File: src/rtl/mul4_share_arb_if.sv
// Requester and response channels of the shared 4x4 multiplier.
// The master side drives operands and resp_ready; the slave side is the arbiter.
interface mul4_share_arb_if #(
    parameter int NREQ = 2,
    parameter int IDW  = 1
);
    logic [NREQ-1:0]   req_valid;
    logic [NREQ-1:0]   req_ready;
    logic [4*NREQ-1:0] req_a;
    logic [4*NREQ-1:0] req_b;
    logic              resp_valid;
    logic              resp_ready;
    logic [7:0]        resp_p;
    logic [IDW-1:0]    resp_id;
    logic              busy;

    modport master (
        output req_valid, req_a, req_b, resp_ready,
        input  req_ready, resp_valid, resp_p, resp_id, busy
    );

    modport slave (
        input  req_valid, req_a, req_b, resp_ready,
        output req_ready, resp_valid, resp_p, resp_id, busy
    );
endinterface

File: src/rtl/mul4_share_arb.sv
// Round-robin arbiter sharing one combinational 4x4 array multiplier among NREQ requesters.
// The product comes back registered and tagged with the owner id, with backpressure.
module mul4_share_arb #(
    parameter int NREQ = 2,
    parameter int IDW  = 1
) (
    input  logic            clk,
    input  logic            rst_n,
    mul4_share_arb_if.slave bus
);
    typedef enum logic [1:0] {
        IDLE = 2'd0,
        CALC = 2'd1,
        RESP = 2'd2
    } state_t;

    state_t         state_q, state_d;
    logic [IDW-1:0] rr_ptr_q, rr_ptr_d;
    logic [IDW-1:0] id_q, id_d;
    logic [IDW-1:0] resp_id_q, resp_id_d;
    logic [3:0]     a_q, a_d;
    logic [3:0]     b_q, b_d;
    logic [7:0]     resp_p_q, resp_p_d;
    logic           resp_valid_q, resp_valid_d;

    logic           grant_found;
    logic [IDW-1:0] grant_idx;
    logic [IDW-1:0] scan;
    logic [7:0]     mul_p;

    // Array multiplier: shifted partial products accumulated row by row.
    logic [7:0] pp  [4];
    logic [7:0] acc [5];
    assign acc[0] = 8'd0;
    for (genvar gi = 0; gi < 4; gi++) begin : g_row
        assign pp[gi]      = b_q[gi] ? ({4'd0, a_q} << gi) : 8'd0;
        assign acc[gi + 1] = acc[gi] + pp[gi];
    end
    assign mul_p = acc[4];

    // First valid requester at or after rr_ptr, wrapping modulo NREQ.
    always_comb begin
        grant_found = 1'b0;
        grant_idx   = '0;
        scan        = rr_ptr_q;
        for (int k = 0; k < NREQ; k++) begin
            if (!grant_found && bus.req_valid[scan]) begin
                grant_found = 1'b1;
                grant_idx   = scan;
            end
            scan = (scan == IDW'(NREQ - 1)) ? '0 : scan + IDW'(1);
        end
    end

    always_ff @(posedge clk) begin
        if (!rst_n) begin
            state_q      <= IDLE;
            rr_ptr_q     <= '0;
            id_q         <= '0;
            a_q          <= 4'd0;
            b_q          <= 4'd0;
            resp_p_q     <= 8'd0;
            resp_id_q    <= '0;
            resp_valid_q <= 1'b0;
        end else begin
            state_q      <= state_d;
            rr_ptr_q     <= rr_ptr_d;
            id_q         <= id_d;
            a_q          <= a_d;
            b_q          <= b_d;
            resp_p_q     <= resp_p_d;
            resp_id_q    <= resp_id_d;
            resp_valid_q <= resp_valid_d;
        end
    end

    always_comb begin
        state_d = state_q;
        case (state_q)
            IDLE:    if (grant_found) state_d = CALC;
            CALC:    state_d = RESP;
            RESP:    if (bus.resp_ready) state_d = IDLE;
            default: state_d = IDLE;
        endcase
    end

    always_comb begin
        rr_ptr_d     = rr_ptr_q;
        id_d         = id_q;
        a_d          = a_q;
        b_d          = b_q;
        resp_p_d     = resp_p_q;
        resp_id_d    = resp_id_q;
        resp_valid_d = resp_valid_q;
        case (state_q)
            IDLE: begin
                resp_valid_d = 1'b0;
                if (grant_found) begin
                    a_d      = bus.req_a[{grant_idx, 2'b00} +: 4];
                    b_d      = bus.req_b[{grant_idx, 2'b00} +: 4];
                    id_d     = grant_idx;
                    rr_ptr_d = (grant_idx == IDW'(NREQ - 1)) ? '0 : grant_idx + IDW'(1);
                end
            end
            CALC: begin
                resp_p_d     = mul_p;
                resp_id_d    = id_q;
                resp_valid_d = 1'b1;
            end
            RESP: begin
                if (bus.resp_ready) resp_valid_d = 1'b0;
            end
            default: resp_valid_d = 1'b0;
        endcase
    end

    // The accept strobe is combinational, so it is also masked while reset is held.
    always_comb begin
        bus.req_ready = '0;
        if (rst_n && (state_q == IDLE) && grant_found) begin
            bus.req_ready = NREQ'(1) << grant_idx;
        end
        bus.busy       = (state_q != IDLE);
        bus.resp_valid = resp_valid_q;
        bus.resp_p     = resp_p_q;
        bus.resp_id    = resp_id_q;
    end
endmodule

File: src/flat_wrapper.sv
// flat-port wrapper written by rule: the top's interface ports become plain ports
module mul4_share_arb_flat 
#(
    parameter int NREQ = 2,
    parameter int IDW  = 1
)
  (clk, rst_n, bus_req_valid, bus_req_a, bus_req_b, bus_resp_ready, bus_req_ready, bus_resp_valid, bus_resp_p, bus_resp_id, bus_busy);
  mul4_share_arb_if #(.NREQ(NREQ), .IDW(IDW)) bus_i ();
  input  logic clk;
  input  logic rst_n;
  input wire logic [$bits(bus_i.req_valid)-1:0] bus_req_valid;
  input wire logic [$bits(bus_i.req_a)-1:0] bus_req_a;
  input wire logic [$bits(bus_i.req_b)-1:0] bus_req_b;
  input wire logic [$bits(bus_i.resp_ready)-1:0] bus_resp_ready;
  output wire logic [$bits(bus_i.req_ready)-1:0] bus_req_ready;
  output wire logic [$bits(bus_i.resp_valid)-1:0] bus_resp_valid;
  output wire logic [$bits(bus_i.resp_p)-1:0] bus_resp_p;
  output wire logic [$bits(bus_i.resp_id)-1:0] bus_resp_id;
  output wire logic [$bits(bus_i.busy)-1:0] bus_busy;
  assign bus_i.req_valid = bus_req_valid;
  assign bus_i.req_a = bus_req_a;
  assign bus_i.req_b = bus_req_b;
  assign bus_i.resp_ready = bus_resp_ready;
  assign bus_req_ready = bus_i.req_ready;
  assign bus_resp_valid = bus_i.resp_valid;
  assign bus_resp_p = bus_i.resp_p;
  assign bus_resp_id = bus_i.resp_id;
  assign bus_busy = bus_i.busy;
  mul4_share_arb #(.NREQ(NREQ), .IDW(IDW)) u_core (.clk(clk), .rst_n(rst_n), .bus(bus_i));
endmodule
File: config.mk
export PLATFORM = sky130hd
export DESIGN_NAME = mul4_share_arb_flat
export DESIGN_NICKNAME = d
export VERILOG_FILES = /design/src/rtl/mul4_share_arb_if.sv /design/src/rtl/mul4_share_arb.sv /design/src/flat_wrapper.sv
export SDC_FILE = /design/constraint.sdc
export NUM_CORES = 1
export LEC_CHECK = 0
export BUFFER_PORTS_ARGS = -buffer_cell sky130_fd_sc_hd__buf_2
export CELL_PAD_IN_SITES_DETAIL_PLACEMENT = 1
export CELL_PAD_IN_SITES_GLOBAL_PLACEMENT = 1
export CORE_UTILIZATION = 38
export DETAILED_ROUTE_END_ITERATION = 10
export HOLD_SLACK_MARGIN = 0.06
export PLACE_DENSITY = 0.87
export SYNTH_ARGS = -nofsm -noshare
export SYNTH_HDL_FRONTEND = slang
export SYNTH_SLANG_ARGS = --single-unit
File: constraint.sdc
create_clock -name clk -period 2.9 [get_ports clk]
set_input_delay 0.58 -clock clk [delete_from_list [all_inputs] [get_ports clk]]
set_output_delay 0.58 -clock clk [all_outputs]
set_load 0.05 [all_outputs]
==> impl_metrics.env, run 1 <==
export IMPL_start_util=0.4085
export IMPL_fin_util=0.4879
export IMPL_yosysUniqueCellTypes=29
export IMPL_clock_latency_ns=0.30
export IMPL_whs_ns=0.4582
export IMPL_layout_min_cycle_time_ns=2.796
export IMPL_skew_ns=0.003744
export IMPL_crit_slowest_cell="fa_1"
export IMPL_max_stage_delay_ns=0.54
export IMPL_hold_class="reg2reg"
export IMPL_post_route_cell_area_um2=1514
export IMPL_tightest_slew_ns=0.5117
export IMPL_critical_path_cell_chain="and2_1, fa_1, inv_1, fa_1, inv_1, ha_2, inv_1, fa_2, nand2b_4, a211o_1, o211ai_1"
export IMPL_arrival_ns=3.03
export IMPL_grt_max_degree=12
export IMPL_dieHeight_um=59.76
export IMPL_routed_wl_um=3351
export IMPL_relSlewSlack=0.6582
export IMPL_status="finished, final reports clean"
export IMPL_worstPathRequired_ns=3.13
export IMPL_drt_initial_drc_count=25
export IMPL_grt_pass1_vias=1182
export IMPL_synth_seq_cells=22
export IMPL_clkSinkCount=22
export IMPL_num_nets_final=206
export IMPL_cp_end_kind="flip-flop"
export IMPL_vias_per_cell=5.354
export IMPL_cap_violations=0
export IMPL_drive_gt1_frac=0.2976
export IMPL_gp_congestion=0.9284
export IMPL_ir_worst_vdd_uv=249.8
export IMPL_path_clk_slew_ns=0.12
export IMPL_core_region_area_um2=3103
export IMPL_start_kind="flip-flop"
export IMPL_cts_tree="done"
export IMPL_num_rows=20
export IMPL_antenna_found_initial=0
export IMPL_antenna_cells=0
export IMPL_hold_violations=0
export IMPL_cts_buffer_depth=2
export IMPL_wire_per_inst_um=15.81
export IMPL_dr_pass1_iters=4
export IMPL_track_usage=0.1982
export IMPL_fill_cells=388
export IMPL_setup_viol=0
export IMPL_cts_buffers=3
export IMPL_ant_nets=0
export IMPL_synth_cells=133
export IMPL_critPathMaxFanout=3
export IMPL_p_leak_nw=0.7518
export IMPL_hold_buffers=0
export IMPL_fp_dieArea_um2=3571
export IMPL_drv_slew=0
export IMPL_syn_nets=169
export IMPL_crit_type="reg2reg"
export IMPL_die_w_um=59.76
export IMPL_cpMostUsedCell="inv_1"
export IMPL_gr_total_overflow=0
export IMPL_fmaxAchievable_mhz=357.7
export IMPL_route_detailed_drc=0
export IMPL_place_hpwl_um=2608
export IMPL_grt_pass1_wl_um=5285
export IMPL_vias=1135
export IMPL_io_pins=34
export IMPL_root_buffer="clkbuf_4"
export IMPL_portBuffers=33
export IMPL_area_growth_pct=19.45
export IMPL_synth_area_um2=1267
export IMPL_synth_warnings=0
export IMPL_htree_levels=1
export IMPL_place_area_um2=1459
export IMPL_finalCritPeriodShare=0.9640
export IMPL_seq_area_frac_synth=0.3475
export IMPL_avgSynthCellArea_um2=9.530
export IMPL_p_per_area_nw_per_um2=414.9
## state kept, by name (all words and copies together), names as in the netlist
register,flops
u_core.rr_ptr_q,1
u_core.bus.resp_p,8
u_core.a_q,4
u_core.bus.resp_valid,1
u_core.bus.resp_id,1
u_core.state_q,2
u_core.b_q,4
u_core.id_q,1
## logic make-up after synthesis
family          share of synthesized area
flops                              0.3475
fa+ha+maj                          0.1777
buf+inv                           0.05528
simple gates                       0.2547
compound gates                     0.1649
## layout make-up
type / instances / area (um^2) / share of cell area
Timing Repair Buffer: 37 / 195.2 / 0.1289
Tap cell: 44 / 55.05 / 0.03636
Sequential cell: 22 / 445.4 / 0.2942
Clock buffer: 3 / 22.52 / 0.01488
Inverter: 7 / 26.28 / 0.01736
Multi-Input combinational cell: 99 / 769.5 / 0.5083
## critical path, delay by kind of cell, from the launching register on
kind | cells | cell delay [ns]
fa+ha+maj | 4 | 1.52
flops | 1 | 0.36
buf+inv | 3 | 0.19
simple gates | 2 | 0.33
compound gates | 2 | 0.33
## metrics by stage
step,total power [W],instances,setup TNS [ns],setup WS (ns)
final,0.0006281,212,0,0.1043
after global routing,0.0006621,212,-0.02498,-0.02498
after CTS,0.0006371,210,0,0.02707
after detailed placement,0.0004934,207,0,0.001246
after global placement,0.0004844,207,0,0.1557
after floorplan,0.0004504,133,0,0.2185
## final timing paths
path                             start                   end  slack [ns]  depth (start not counted)
hold reg to reg   u_core.bus.resp_p[5]  u_core.bus.resp_p[5]        0.46                          2
setup reg to reg         u_core.a_q[3]  u_core.bus.resp_p[7]        0.10                         11
setup / recovery         u_core.a_q[3]  u_core.bus.resp_p[7]        0.10                         11
hold / removal    u_core.bus.resp_p[5]  u_core.bus.resp_p[5]        0.46                          2
## report_power, final
part	switching [W]	internal, W	leakage, nW
Combinational	0.0000886	0.0000577	0.557
Clock	0.0000877	0.0000485	0.0138
Sequential	0.0000219	0.000324	0.181
Total	0.000198	0.000430	0.752
## layer usage
| layer | GRT usage | part of all wire | vias up |
|---|---|---|---|
| met2 | 0.3429 | 0.52 | 23 |
| met5 | 0 | 0 | - |
| met3 | 0.04978 | 0.025 | 10 |
| met4 | 0.06312 | 0.023 | 0 |
| li1 | - | - | 540 |
| met1 | 0.2387 | 0.43 | 562 |
## cells in the final DEF (no fill, tap or decap), types with 2 or more instances in the layout
master    synthesis  final
buf_2             2     33
dfxtp_1          22     20
nand2_1          16     16
and2_1           12     12
and3_1            9      9
a21oi_1           9      9
ha_1             10      9
a221o_1           8      8
inv_1             6      6
nand3_1           6      6
nor2_1            4      4
fa_1              5      4
buf_4             0      4
nand2b_1          4      3
clkbuf_4          0      3
o21a_1            2      2
a21o_2            2      2
## Yosys cell counts
cell type / count / area share
and2_1: 12 / 0.059
nand2b_1: 4 / 0.020
nor3_1: 1 / 0.0039
nand2_1: 16 / 0.047
dfxtp_1: 22 / 0.35
a21o_2: 2 / 0.014
fa_1: 5 / 0.079
and3_1: 9 / 0.044
buf_6: 3 / 0.027
inv_1: 6 / 0.018
nor3b_4: 1 / 0.015
a211o_1: 1 / 0.0069
clkinv_1: 1 / 0.0030
a221o_1: 8 / 0.063
or3b_1: 1 / 0.0069
o311ai_0: 1 / 0.0069
a211oi_1: 1 / 0.0059
nand3_1: 6 / 0.024
nand4bb_1: 1 / 0.0089
a21oi_1: 9 / 0.036
nor2_1: 4 / 0.012
or2_4: 1 / 0.0069
a2111o_1: 1 / 0.0089
buf_2: 2 / 0.0079
ha_1: 10 / 0.099
and2b_2: 1 / 0.0069
o211ai_1: 1 / 0.0059
o21a_1: 2 / 0.012
a21boi_1: 1 / 0.0059
## timing repair
| item | in CTS | in global routing |
|---|---|---|
| cloned | 0 | 0 |
| setup buffers | 0 | 2 |
| gates resized for setup | 3 | 3 |
| endpoints found under the setup margin | 1 | 1 |
Note: power is estimated with default switching activity, not from simulation.
==> inputs of run 2 (changes only) <==
Settings changed: BUFFER_PORTS_ARGS -buffer_cell sky130_fd_sc_hd__buf_2 to -buffer_cell sky130_fd_sc_hd__clkbuf_2.
==> run 2 against run 1 <==
Worst setup slack gained 0.0051 ns. Routed wire length fell by 4.7%. Die area did not move. Largest cell class unchanged.
==> impl_metrics.env, run 2 (synthesis gave the netlist of run 1 again) <==
export IMPL_cts_buffer_depth=2
export IMPL_setup_viol=0
export IMPL_start_util=0.4085
export IMPL_crit_slowest_cell="fa_1"
export IMPL_area_growth_pct=21.22
export IMPL_num_nets_final=205
export IMPL_routed_wl_um=3194
export IMPL_hp_start="u_core.bus.resp_p[2]"
export IMPL_p_leak_nw=0.7548
export IMPL_place_hpwl_um=2439
export IMPL_vias_per_cell=5.179
export IMPL_p_clk_frac=0.329
export IMPL_p_per_area_nw_per_um2=477.2
export IMPL_root_buffer="clkbuf_4"
export IMPL_clkSinkCount=22
export IMPL_layout_min_cycle_time_ns=2.791
export IMPL_crit_type="reg2reg"
export IMPL_cts_buffers=3
export IMPL_die_w_um=59.76
export IMPL_p_sw_frac=0.2877
export IMPL_fin_setup_tns_ns=0
export IMPL_ant_nets=0
export IMPL_fp_dieArea_um2=3571
export IMPL_grt_max_degree=14
export IMPL_hold_buffers=0
export IMPL_drv_slew=0
export IMPL_start_kind="flip-flop"
export IMPL_whs_path_depth=2
export IMPL_num_rows=20
export IMPL_vias=1098
export IMPL_gp_congestion=0.9264
export IMPL_dieHeight_um=59.76
export IMPL_mostFrequentLayoutCell="clkbuf_2"
export IMPL_r2r_setup_slack_ns=0.11
export IMPL_antenna_cells=0
export IMPL_io_pins=34
export IMPL_netSwitchingPower_w=0.0002109
export IMPL_worstPathRequired_ns=3.16
export IMPL_tightest_slew_ns=0.5059
export IMPL_min_to="u_core.bus.resp_p[2]"
export IMPL_ir_worst_vdd_uv=220.6
export IMPL_arrival_ns=3.05
export IMPL_hold_violations=0
export IMPL_max_stage_delay_ns=0.54
export IMPL_crit_family="adder cells"
export IMPL_path_clk_slew_ns=0.13
export IMPL_dr_pass1_iters=4
export IMPL_track_usage=0.1885
export IMPL_reg2regPathDepth=11
export IMPL_grt_setup_unrepaired="no"
export IMPL_intPower_w=0.0005223
export IMPL_grt_pass1_vias=1112
export IMPL_cp_end_kind="flip-flop"
export IMPL_clock_latency_ns=0.32
export IMPL_post_place_cells=207
export IMPL_fmaxAchievable_mhz=358.3
export IMPL_relSlewSlack=0.6620
export IMPL_drt_initial_drc_count=41
export IMPL_layout_common_cells="33 x clkbuf_2, 18 x dfxtp_1, 16 x nand2_1, 12 x and2_1"
export IMPL_hold_class="reg2reg"
export IMPL_cpMostUsedCell="inv_1"
export IMPL_portBuffers=33
export IMPL_cap_violations=0
export IMPL_route_detailed_drc=0
export IMPL_skew_ns=0.007811
export IMPL_grt_pass1_wl_um=5071
export IMPL_antenna_found_initial=0
export IMPL_cts_tree="done"
export IMPL_critical_path_cell_chain="and2_1, fa_1, inv_1, fa_1, inv_1, ha_2, inv_1, fa_2, nand2b_4, a211o_1, o211ai_1"
export IMPL_finalCritPeriodShare=0.9623
export IMPL_drive_gt1_frac=0.3095
export IMPL_combPwrFrac=0.198
export IMPL_critPathMaxFanout=4
export IMPL_seq_power_share=0.473
export IMPL_wire_per_inst_um=15.07
export IMPL_htree_levels=1
export IMPL_crit_buf_inv=3
export IMPL_largest_register_ffs=8
export IMPL_timing_rr_end="u_core.bus.resp_p[7]"
export IMPL_final_cells=212
export IMPL_worstReg2RegStart="u_core.a_q[3]"
export IMPL_core_region_area_um2=3103
export IMPL_status="finished, final reports clean"
export IMPL_gr_total_overflow=0
-- run 2: stage by stage --
stage	hold slack [ns]	utilization	power, W	cell area [um^2]	setup slack, ns
floorplan	0.4322	-	0.0004504	1267	0.2185
global placement	0.4435	0.4702	0.0004844	1459	0.1549
detailed placement	0.4542	0.4702	0.0004926	1459	0.02031
CTS	0.4745	0.4895	0.0007353	1519	0.03264
global route	0.4751	0.4952	0.0007714	1536	0.0009988
finish	0.4659	0.4952	0.0007332	1536	0.1094
-- run 2: metal layers --
layer | wire length, um | up-vias | GRT usage
li1 | - | 540 | -
met3 | 71 | 2 | 0.02597
met1 | 1456 | 539 | 0.2480
met5 | 0 | - | 0
met4 | 12 | 0 | 0.02658
met2 | 1653 | 17 | 0.3333
-- run 2: final cells by class --
type	instances	area [um^2]
clock buffer	3	22.52
multi-input combinational	99	769.5
inverter	7	26.28
timing repair buffer	36	187.7
clock inverter	1	30.03
sequential	22	445.4
tap	44	55.05
fill	386	1567
-- run 2: worst max-delay path by stage --
stage	startpoint	to	depth (start not counted)
global route	u_core.a_q[3]	u_core.bus.resp_p[7]	11
detailed placement	u_core.a_q[3]	u_core.bus.resp_p[7]	11
CTS	u_core.a_q[3]	u_core.bus.resp_p[7]	11
floorplan	u_core.a_q[3]	u_core.bus.resp_p[7]	11
finish	u_core.a_q[3]	u_core.bus.resp_p[7]	11
global placement	u_core.a_q[3]	u_core.bus.resp_p[7]	11
-- run 2: worst min-delay path, stage by stage (launching register included) --
cell and delay (ns):
dfxtp_1 0.33, nand2_1 0.05, a21oi_1 0.05
-- run 2: repair_timing --
item / CTS / global route
gates resized for setup: 1 / 6
setup buffers: 0 / 1
setup endpoints to repair: 1 / 1
-- run 2: power groups by stage --
stage | clock network [W] | logic (W) | registers, W
after floorplan | 0 | 0.0000911 | 0.000359
after global placement | 0 | 0.000135 | 0.000349
after detailed placement | 0 | 0.000140 | 0.000352
after CTS | 0.000246 | 0.000143 | 0.000346
after global routing | 0.000261 | 0.000160 | 0.000351
final | 0.000241 | 0.000145 | 0.000347
